[src/rtl/noc_local_depacketizer.sv]
// Local-port ejection stage: turns router flits (header/body/tail) into a framed payload stream.
// Filters misrouted/malformed packets, tags each beat with its source node, keeps packet counters.
//
// state  | meaning
// S_IDLE | waiting for a header
// S_BODY | inside an accepted packet, body flits go through the hold register
// S_DROP | inside a misrouted packet, discarding until its tail
module noc_local_depacketizer #(
   parameter int DATA_W    = 64,
   parameter int X_W       = 2,
   parameter int Y_W       = 2,
   parameter int SRC_LSB   = 56,
   parameter int OUT_DEPTH = 4
) (
   input  logic              noc_clk,
   input  logic              noc_rst,
   input  logic [X_W-1:0]    my_x,
   input  logic [Y_W-1:0]    my_y,
   input  logic              in_valid,
   output logic              in_ready,
   input  logic [DATA_W+1:0] in_flit,
   output logic              out_valid,
   input  logic              out_ready,
   output logic [DATA_W-1:0] out_data,
   output logic              out_last,
   output logic              out_err,
   output logic [X_W-1:0]    out_src_x,
   output logic [Y_W-1:0]    out_src_y,
   output logic              pkt_done,
   output logic              err_pulse,
   output logic [15:0]       pkt_cnt,
   output logic [15:0]       drop_cnt
);

   localparam int ID_W    = X_W + Y_W;
   localparam int DST_LSB = SRC_LSB - ID_W;
   localparam int PTR_W   = $clog2(OUT_DEPTH);
   localparam logic [PTR_W:0] CNT_FULL = (PTR_W+1)'(OUT_DEPTH);

   typedef enum logic [1:0] {S_IDLE, S_BODY, S_DROP} state_t;

   state_t            state;
   logic              hold_valid;
   logic [DATA_W-1:0] hold_data;
   logic [ID_W-1:0]   cur_src;

   logic              acc;
   logic              is_hdr;
   logic              is_tl;
   logic              dst_ok;
   logic [DATA_W-1:0] payload;
   logic [ID_W-1:0]   hdr_src;

   logic              push;
   logic              push_last;
   logic              push_err;
   logic              pop;

   logic [DATA_W-1:0] mem_data [OUT_DEPTH];
   logic              mem_last [OUT_DEPTH];
   logic              mem_err  [OUT_DEPTH];
   logic [ID_W-1:0]   mem_src  [OUT_DEPTH];
   logic [PTR_W-1:0]  wr_ptr;
   logic [PTR_W-1:0]  rd_ptr;
   logic [PTR_W:0]    count;
   logic [PTR_W:0]    count_nxt;
   logic [ID_W-1:0]   src_rd;

   always_comb begin
      acc     = in_valid & in_ready;
      is_hdr  = in_flit[DATA_W+1];
      is_tl   = in_flit[DATA_W];
      payload = in_flit[DATA_W-1:0];
      hdr_src = in_flit[SRC_LSB +: ID_W];
      dst_ok  = (in_flit[DST_LSB +: ID_W] == {my_x, my_y});
   end

   // The held beat leaves on the next accepted flit of the packet; any header
   // arriving while a packet is open marks it truncated.
   always_comb begin
      push      = 1'b0;
      push_last = 1'b0;
      push_err  = 1'b0;
      if (acc && (state == S_BODY) && hold_valid) begin
         push = 1'b1;
         if (is_hdr) begin
            push_last = 1'b1;
            push_err  = 1'b1;
         end else if (is_tl) begin
            push_last = 1'b1;
         end
      end
   end

   always_ff @(posedge noc_clk or posedge noc_rst) begin
      if (noc_rst) begin
         state      <= S_IDLE;
         hold_valid <= 1'b0;
         hold_data  <= '0;
         cur_src    <= '0;
         pkt_done   <= 1'b0;
         err_pulse  <= 1'b0;
         pkt_cnt    <= '0;
         drop_cnt   <= '0;
      end else begin
         pkt_done  <= 1'b0;
         err_pulse <= 1'b0;
         if (acc) begin
            if (is_hdr) begin
               if (state == S_BODY) err_pulse <= 1'b1;
               hold_valid <= 1'b0;
               if (dst_ok) begin
                  cur_src <= hdr_src;
                  if (is_tl) begin
                     pkt_done <= 1'b1;
                     pkt_cnt  <= pkt_cnt + 16'd1;
                     state    <= S_IDLE;
                  end else begin
                     state <= S_BODY;
                  end
               end else begin
                  err_pulse <= 1'b1;
                  if (drop_cnt != 16'hFFFF) drop_cnt <= drop_cnt + 16'd1;
                  state <= is_tl ? S_IDLE : S_DROP;
               end
            end else begin
               case (state)
                  S_IDLE: begin
                     err_pulse <= 1'b1;
                     if (drop_cnt != 16'hFFFF) drop_cnt <= drop_cnt + 16'd1;
                  end
                  S_BODY: begin
                     if (is_tl) begin
                        hold_valid <= 1'b0;
                        pkt_done   <= 1'b1;
                        pkt_cnt    <= pkt_cnt + 16'd1;
                        state      <= S_IDLE;
                     end else begin
                        hold_data  <= payload;
                        hold_valid <= 1'b1;
                     end
                  end
                  S_DROP: begin
                     if (is_tl) state <= S_IDLE;
                  end
                  default: state <= S_IDLE;
               endcase
            end
         end
      end
   end

   assign pop       = out_valid & out_ready;
   assign count_nxt = count + {{PTR_W{1'b0}}, push} - {{PTR_W{1'b0}}, pop};

   // in_ready looks at the post-update occupancy so a push can never land on a full FIFO.
   always_ff @(posedge noc_clk or posedge noc_rst) begin
      if (noc_rst) begin
         wr_ptr   <= '0;
         rd_ptr   <= '0;
         count    <= '0;
         in_ready <= 1'b1;
      end else begin
         if (push) wr_ptr <= wr_ptr + 1'b1;
         if (pop)  rd_ptr <= rd_ptr + 1'b1;
         count    <= count_nxt;
         in_ready <= (count_nxt != CNT_FULL);
      end
   end

   always_ff @(posedge noc_clk) begin
      if (push) begin
         mem_data[wr_ptr] <= hold_data;
         mem_last[wr_ptr] <= push_last;
         mem_err[wr_ptr]  <= push_err;
         mem_src[wr_ptr]  <= cur_src;
      end
   end

   assign src_rd    = mem_src[rd_ptr];
   assign out_valid = (count != '0);
   assign out_data  = mem_data[rd_ptr];
   assign out_last  = out_valid & mem_last[rd_ptr];
   assign out_err   = out_valid & mem_err[rd_ptr];
   assign out_src_x = src_rd[ID_W-1:Y_W];
   assign out_src_y = src_rd[Y_W-1:0];

endmodule

[config.mk]
export PLATFORM = sky130hd
export DESIGN_NAME = noc_local_depacketizer
export DESIGN_NICKNAME = d
export VERILOG_FILES = /design/src/rtl/noc_local_depacketizer.sv
export SDC_FILE = /design/constraint.sdc
export NUM_CORES = 1
export LEC_CHECK = 0
export ABC_AREA = 1
export BUFFER_PORTS_ARGS = -buffer_cell sky130_fd_sc_hd__buf_2
export CORE_ASPECT_RATIO = 1.1
export CORE_MARGIN = 3
export CORE_UTILIZATION = 40
export CTS_BUF_LIST = sky130_fd_sc_hd__clkbuf_4 sky130_fd_sc_hd__clkbuf_8 sky130_fd_sc_hd__clkbuf_16
export CTS_CLUSTER_SIZE = 12
export DETAILED_ROUTE_END_ITERATION = 8
export GPL_TIMING_DRIVEN = 0
export SYNTH_ARGS = -nofsm -noshare
export SYNTH_HDL_FRONTEND = slang
export SYNTH_SLANG_ARGS = --single-unit
[constraint.sdc]
create_clock -name noc_clk -period 9.41 [get_ports noc_clk]
set_input_delay 2.823 -clock noc_clk [delete_from_list [all_inputs] [get_ports noc_clk]]
set_output_delay 2.823 -clock noc_clk [all_outputs]
set_load 0.05 [all_outputs]
### Word level (Yosys, flattened, before mapping)

Memory sizes are Yosys's and may differ from the RTL's.
Index checks and enable logic that the tools add are counted.

| storage, ports and cells | value |
|---|---|
| memories | 4 |
| RAM bits | 280 |
| input port bits | 74 |
| flip-flop bits (word level) | 113 |
| logic and storage cells | 84 |

Memories:

| name | words | width | read ports | clocked after memory_dff | write ports | RTL line | source |
|---|---|---|---|---|---|---|---|
| mem_data | 4 | 64 | 1 | 0 | 1 | 59 | `logic [DATA_W-1:0] mem_data [OUT_DEPTH];` |
| mem_src | 4 | 4 | 1 | 0 | 1 | 62 | `logic [ID_W-1:0] mem_src [OUT_DEPTH];` |
| mem_err | 4 | 1 | 1 | 0 | 1 | 61 | `logic mem_err [OUT_DEPTH];` |
| mem_last | 4 | 1 | 1 | 0 | 1 | 60 | `logic mem_last [OUT_DEPTH];` |

| cells by class | value |
|---|---|
| muxes and demuxes | 34 |
| reductions and logical operators | 13 |
| bitwise logic cells | 6 |
| equality and inequality tests | 9 |
| $add $sub $neg | 6 |

Operators with widths:

| operator | number |
|---|---|
| $mux W16 | 8 |
| $add A16 B1 Y16 const B | 2 |
| $mux W1 | 21 |
| $ne A16 B16 Y1 const B | 1 |
| $reduce_and A3 Y1 | 4 |
| $mux W2 | 4 |
| $add A2 B1 Y2 const B | 2 |
| $and A1 B1 Y1 | 4 |
| $eq A4 B4 Y1 | 1 |
| $ne A2 B2 Y1 const B | 2 |
| $pmux W2 S2 | 1 |
| $reduce_and A4 Y1 | 1 |
| $reduce_bool A2 Y1 | 2 |
| $add A3 B1 Y3 | 1 |
| $ne A3 B1 Y1 const B | 1 |
| $ne A3 B3 Y1 const B | 1 |
| $reduce_bool A3 Y1 | 1 |
| $sub A3 B1 Y3 | 1 |
| $eq A2 B1 Y1 const B | 1 |
| $eq A2 B2 Y1 const B | 1 |
| $logic_and A1 B1 Y1 | 2 |
| $logic_not A2 Y1 | 1 |
| $ne A2 B1 Y1 const B | 1 |
| $not A1 Y1 | 2 |
| other kinds (2) | 2 |

### Longest topological paths before layout

| depth | value |
|---|---|
| depth in word-level cells | 7 |
| depth in mapped cells | 11 |
| depth with buffers taken out | 10 |

### Least setup slack after synthesis

OpenSTA, ideal clock, no wires.

| path | value |
|---|---|
| path type | input port to flip-flop |
| start point | input port in_valid |
| end point | memory mem_data[0][0] (enable) |
| arrival | 6150 ps |
| setup time | 499 ps |
| setup slack | 2761 ps |
| data required time | 8911 ps |
| buffers on the path | 0 |
| stages | 4 |
| cells stage by stage | nand2_4 -> nor2_2 -> nand2_1 -> nor2_1 |

| on the way | value |
|---|---|
| longest elaborated chain between the ends | 6 |

Ends and longest elaborated chain:

| item | RTL line | source |
|---|---|---|
| from (decl) | 19 | `input logic in_valid,` |
| $and A1 B1 Y1 | 70 | `acc = in_valid & in_ready;` |
| $logic_and A1 B1 Y1 (2 in series) | 84 | `if (acc && (state == S_BODY) && hold_valid) begin` |
| $mux W1 | 84 |  |
| $mux W1 | 172 | `if (push) begin` |
| $mux W1 (implied by the code) | 173 | `mem_data[wr_ptr] <= hold_data;` |
| to (decl) | 59 |  |

Every way passes these cells.

### Final worst setup path

| path | value |
|---|---|
| start point | register rd_ptr[0] |
| end point | output port out_data[56] |

| on the way | value |
|---|---|
| longest elaborated chain between the ends | 1 |

Ends and longest elaborated chain:

| item | RTL line | source |
|---|---|---|
| from (decl) | 64 | `logic [PTR_W-1:0] rd_ptr;` |
| from (signal assigned) | 165 | `if (pop) rd_ptr <= rd_ptr + 1'b1;` |
| $mem_v2 Z4 W64 | n/a |  |
| to (decl) | 24 | `output logic [DATA_W-1:0] out_data,` |

Every way passes these cells.

==> impl_table.tex <==
\begin{tabular}{lr}
\hline
Metric & Value \\
\hline
\multicolumn{2}{l}{\textbf{Status}} \\
\quad Run status & complete, no violations \\
\multicolumn{2}{l}{\textbf{Synth}} \\
\quad Ranking of synthesized cells by area & sky130\_fd\_sc\_hd\_\_edfxtp\_1 54\%, sky130\_fd\_sc\_hd\_\_dfrtp\_1 18\%, sky130\_fd\_sc\_hd\_\_o21ai\_0 4.8\% \\
\quad Post-synthesis async set-or-reset flop share & 28.8\% \\
\quad Fraction of the mapped netlist area in compound gates & 7.68\% \\
\quad Top cells by instance count after synthesis & 280 x sky130\_fd\_sc\_hd\_\_edfxtp\_1, 187 x sky130\_fd\_sc\_hd\_\_nor2\_1, 152 x sky130\_fd\_sc\_hd\_\_o21ai\_0, 146 x sky130\_fd\_sc\_hd\_\_nand2\_1, 112 x sky130\_fd\_sc\_hd\_\_dfrtp\_1 \\
\quad Net count after synthesis & 1327 \\
\quad EDFF count, synth & 280 \\
\quad Summed instance area of the synthesized netlist & 0.0157 sq mm \\
\quad Mapped Cells & 1242 \\
\quad Sequential fraction of the synthesis area & 71.6\% \\
\quad Share of synthesized cell area in full adder, half adder and majority cells & 0.924\% \\
\quad Synth top area share & 53.5\% \\
\quad Yosys reg bits & 393 \\
\quad Synth unique cells & 35 \\
\quad Top-count cell post-synth & sky130\_fd\_sc\_hd\_\_edfxtp\_1 \\
\quad Multiplexer share of the synthesized area & 4.33\% \\
\quad Synth area leader & sky130\_fd\_sc\_hd\_\_edfxtp\_1 \\
\quad Fraction of synthesized cell area in xor and xnor cells & 0.613\% \\
\quad Yosys synthesis warning count & 0 \\
\quad Main combinational cell family by area after synthesis & simple AND/OR/NAND/NOR gates \\
\quad Synth Flop Type & sky130\_fd\_sc\_hd\_\_edfxtp\_1 \\
\quad Per-instance average area after synthesis & 12.6 sq um \\
\quad Simple-gate portion of the synthesized area & 11.5\% \\
\multicolumn{2}{l}{\textbf{Clock tree}} \\
\quad Library cell used as clock root buffer & sky130\_fd\_sc\_hd\_\_clkbuf\_16 \\
\quad Clock tree from TritonCTS & yes \\
\quad Gates resized, CTS repair & 0 \\
\quad Maximum count of clock buffers along a single path & 3 \\
\quad Clock input transition at the sequential cells of the worst setup and hold paths & 60 ps \\
\quad Num Clock Sinks & 393 \\
\quad Number of buffers created by CTS & 42 \\
\quad Number of H-tree levels & 2 \\
\quad Number of buffers inserted for hold repair after clock tree synthesis & 0 \\
\quad Post-CTS setup repair buffer count & 0 \\
\quad Clock latency on the worst-skew pair & 540 ps \\
\multicolumn{2}{l}{\textbf{Global route}} \\
\quad Wire length of the first global-routing pass & 58400 microns \\
\quad Met3 Use GR & 3.94\% \\
\quad Via count of the first global-routing pass & 10283 \\
\quad Most Used Layer, Global Route & met2 \\
\quad All-Layer GR Usage & 17.9\% \\
\quad Number of antenna violations at the first check in global routing & 4 \\
\quad Met2 Track Usage GR & 30.4\% \\
\quad Global-route met1 utilization & 23.6\% \\
\quad GRT overflow & 0 \\
\quad Largest net degree at the start of global routing & 75 \\
\multicolumn{2}{l}{\textbf{Setup path}} \\
\quad CP max stage cell & sky130\_fd\_sc\_hd\_\_dfrtp\_1 \\
\quad Largest fanout on the critical path & 10 \\
\quad Critical path start-end classification & reg -> out \\
\quad Critical path endpoint category & primary output \\
\quad Delay of the slowest critical-path stage & 520 ps \\
\quad Critical path cell sequence & buf\_4 > inv\_2 > buf\_2 > buf\_2 > o21ai\_0 > o22ai\_1 > buf\_2 \\
\quad Startpoint class of the critical path & flop \\
\quad Cell type with the highest occurrence count on the critical path & sky130\_fd\_sc\_hd\_\_buf\_2 \\
\quad Number of cell instances on the worst register-to-register path & 9 \\
\quad Worst Path Arrival & 2710 ps \\
\quad Critical register-to-register path endpoint & mem\_data[2][34]\$\_DFFE\_PP\_ \\
\quad Flop2flop setup slack & 6710 ps \\
\quad Required time worst endpoint & 6590 ps \\
\quad Critical R2R Launch & state[1]\$\_DFFE\_PP0P\_ \\
\multicolumn{2}{l}{\textbf{Min path}} \\
\quad Cells on Worst Hold Path & 0 \\
\quad Sink of the worst hold path & mem\_data[1][31]\$\_DFFE\_PP\_ \\
\quad Worst hold-check path type & reg -> reg \\
\quad Worst Min Path Start & hold\_data[31]\$\_DFFE\_PP0P\_ \\
\multicolumn{2}{l}{\textbf{Layout}} \\
\quad Number of cells in the finished layout apart from fillers & 2009 \\
\quad Diodes inserted & 0 \\
\quad Layout area overhead & 20.4\% \\
\quad Layout net count & 1562 \\
\quad Fraction of final layout cells with drive strength greater than 1 & 24.8\% \\
\multicolumn{2}{l}{\textbf{Place}} \\
\quad Final HPWL DP & 24600 microns \\
\quad Total instance count after detailed placement & 1933 \\
\quad GP Congestion & 0.850 \\
\quad Port Buffer Count & 179 \\
\multicolumn{2}{l}{\textbf{Power and ir drop}} \\
\quad Leak Pwr & 7.63 nW \\
\quad Pwr Density & 309 mW/mm\^{}2 \\
\quad Peak supply drop & 0.211 mV \\
\multicolumn{2}{l}{\textbf{STA}} \\
\quad Worst-Margin Slew & 951 ps \\
\quad Number of failing hold endpoints at the final stage & 0 \\
\quad Final setup violating endpoints & 0 \\
\quad Post-route minimum period & 5540 ps \\
\quad Worst hold margin & 500 ps \\
\quad Slew headroom & 36.4\% \\
\quad Setup repair after global routing missed its margin & false \\
\quad Worst-case clock skew & 16.0 ps \\
\quad Final period util & 58.9\% \\
\quad F\_max & 0.181 GHz \\
\quad Number of pins with negative max-slew slack in the final report & 0 \\
\multicolumn{2}{l}{\textbf{Detailed routing}} \\
\quad Vias per cell & 5.12 \\
\quad Total wirelength of the detailed-routed design & 37800 microns \\
\quad Number of DRC markers after the initial detailed-route iteration & 546 \\
\quad Post-route DRC violation count & 0 \\
\quad 1st-pass router iterations & 5 \\
\quad Antenna violation net count after detailed routing & 0 \\
\quad Drt wl/cell & 18.8 microns \\
\quad Total via count after detailed routing & 10285 \\
\multicolumn{2}{l}{\textbf{Floorplan}} \\
\quad Die Width & 195 microns \\
\quad Total I/O pin count & 180 \\
\quad Die Area & 0.0417 sq mm \\
\quad Height of the chip & 214 microns \\
\quad Initial core utilization & 40.8\% \\
\quad Core region area & 0.0385 sq mm \\
\quad FP Rows & 75 \\
\multicolumn{2}{l}{\textbf{Job}} \\
\quad Maxcap violations & 0 \\
\hline
\end{tabular}
[cells in the final DEF (no fill, tap or decap), types with 5 or more instances in the layout]
| master | netlist | layout |
|---|---|---|
| sky130_fd_sc_hd__inv_1 | 64 | 63 |
| sky130_fd_sc_hd__o22ai_1 | 68 | 68 |
| sky130_fd_sc_hd__buf_12 | 0 | 8 |
| sky130_fd_sc_hd__xor2_1 | 6 | 6 |
| sky130_fd_sc_hd__clkbuf_1 | 33 | 33 |
| sky130_fd_sc_hd__nor2_1 | 187 | 183 |
| sky130_fd_sc_hd__ha_1 | 10 | 10 |
| sky130_fd_sc_hd__nand4_1 | 21 | 21 |
| sky130_fd_sc_hd__nand3_1 | 43 | 43 |
| sky130_fd_sc_hd__buf_2 | 21 | 200 |
| sky130_fd_sc_hd__nand2_1 | 146 | 146 |
| sky130_fd_sc_hd__dfrtp_1 | 112 | 112 |
| sky130_fd_sc_hd__clkbuf_16 | 0 | 42 |
| sky130_fd_sc_hd__mux2_2 | 59 | 59 |
| sky130_fd_sc_hd__edfxtp_1 | 280 | 280 |
| sky130_fd_sc_hd__o21ai_0 | 152 | 152 |
| sky130_fd_sc_hd__xnor2_1 | 5 | 5 |
| sky130_fd_sc_hd__clkbuf_4 | 0 | 18 |
| sky130_fd_sc_hd__nor2_4 | 2 | 6 |
[state kept, by name, summed over array words and instances (netlist names), 3 cells and up]
name / flops
pkt_cnt: 16
cur_src: 4
drop_cnt: 16
mem_src: 16
mem_last: 4
mem_data: 256
mem_err: 4
count: 3
hold_data: 64
[kinds of logic after synthesis]
kind of cell               after synthesis
adders and majority gates               11
buffers and inverters                  127
xor gates and xnor gates                11
DFF                                    393
AOI/OAI and AO/OA                      224
and+or+nand+nor                        416
muxes                                   60
[report_power, final]
group          internal (mW)  switching, mW
sequential              2.01          0.109
clock                  0.982          0.650
combinational          0.476           1.62
[critical path, delay by kind of cell (launching register included)]
| family | cells | cell delay, ps |
|---|---|---|
| buf+inv | 5 | 1300 |
| flops | 1 | 520 |
| compound gates | 2 | 360 |
[layout make-up]
type / count / area [sq um]
fillers: 3440 / 19600
multi-input cells: 722 / 3960
clock buffers: 62 / 1210
plain buffers: 61 / 293
flip-flops and latches: 393 / 11200
repair buffers: 191 / 1170
inverters: 66 / 253
clock inverters: 14 / 165
well taps: 500 / 626
[routing by layer]
layer / wire [microns] / part of all wire [%]
met4: 826 / 2.2
met2: 18300 / 48
met1: 16300 / 43
met5: 51 / 0.13
met3: 2330 / 6.2
[stage by stage]
step / total power [mW] / setup WS (ps) / instance area (sq um) / utilization (%) / TNS (ps)
after global placement: 4.25 / -196 / 17200 / 44.8 / -18550
after detailed placement: 4.27 / 4370 / 17500 / 45.6 / 0
after global routing: 6.12 / 3740 / 18900 / 49.2 / 0
final: 5.84 / 3870 / 18900 / 49.2 / 0
after CTS: 5.91 / 3790 / 18900 / 49.2 / 0
after floorplan: 3.63 / 2760 / 15700 / - / 0
[worst max-delay path by stage]
stage | to | slack, ps | startpoint | cells after the start
2_1_floorplan | mem_data[0][0]$_DFFE_PP_ | 2760 | in_valid | 4
3_5_place_dp | out_data[63] | 4370 | rd_ptr[0]$_DFFE_PP0P_ | 7
6_report | out_data[56] | 3870 | rd_ptr[0]$_DFFE_PP0P_ | 7
5_1_grt | out_data[63] | 3740 | rd_ptr[0]$_DFFE_PP0P_ | 7
3_3_place_gp | mem_data[3][23]$_DFFE_PP_ | -200 | in_valid | 5
4_1_cts | out_data[63] | 3790 | rd_ptr[0]$_DFFE_PP0P_ | 7
No activity file was read; power rests on OpenSTA's default activity.
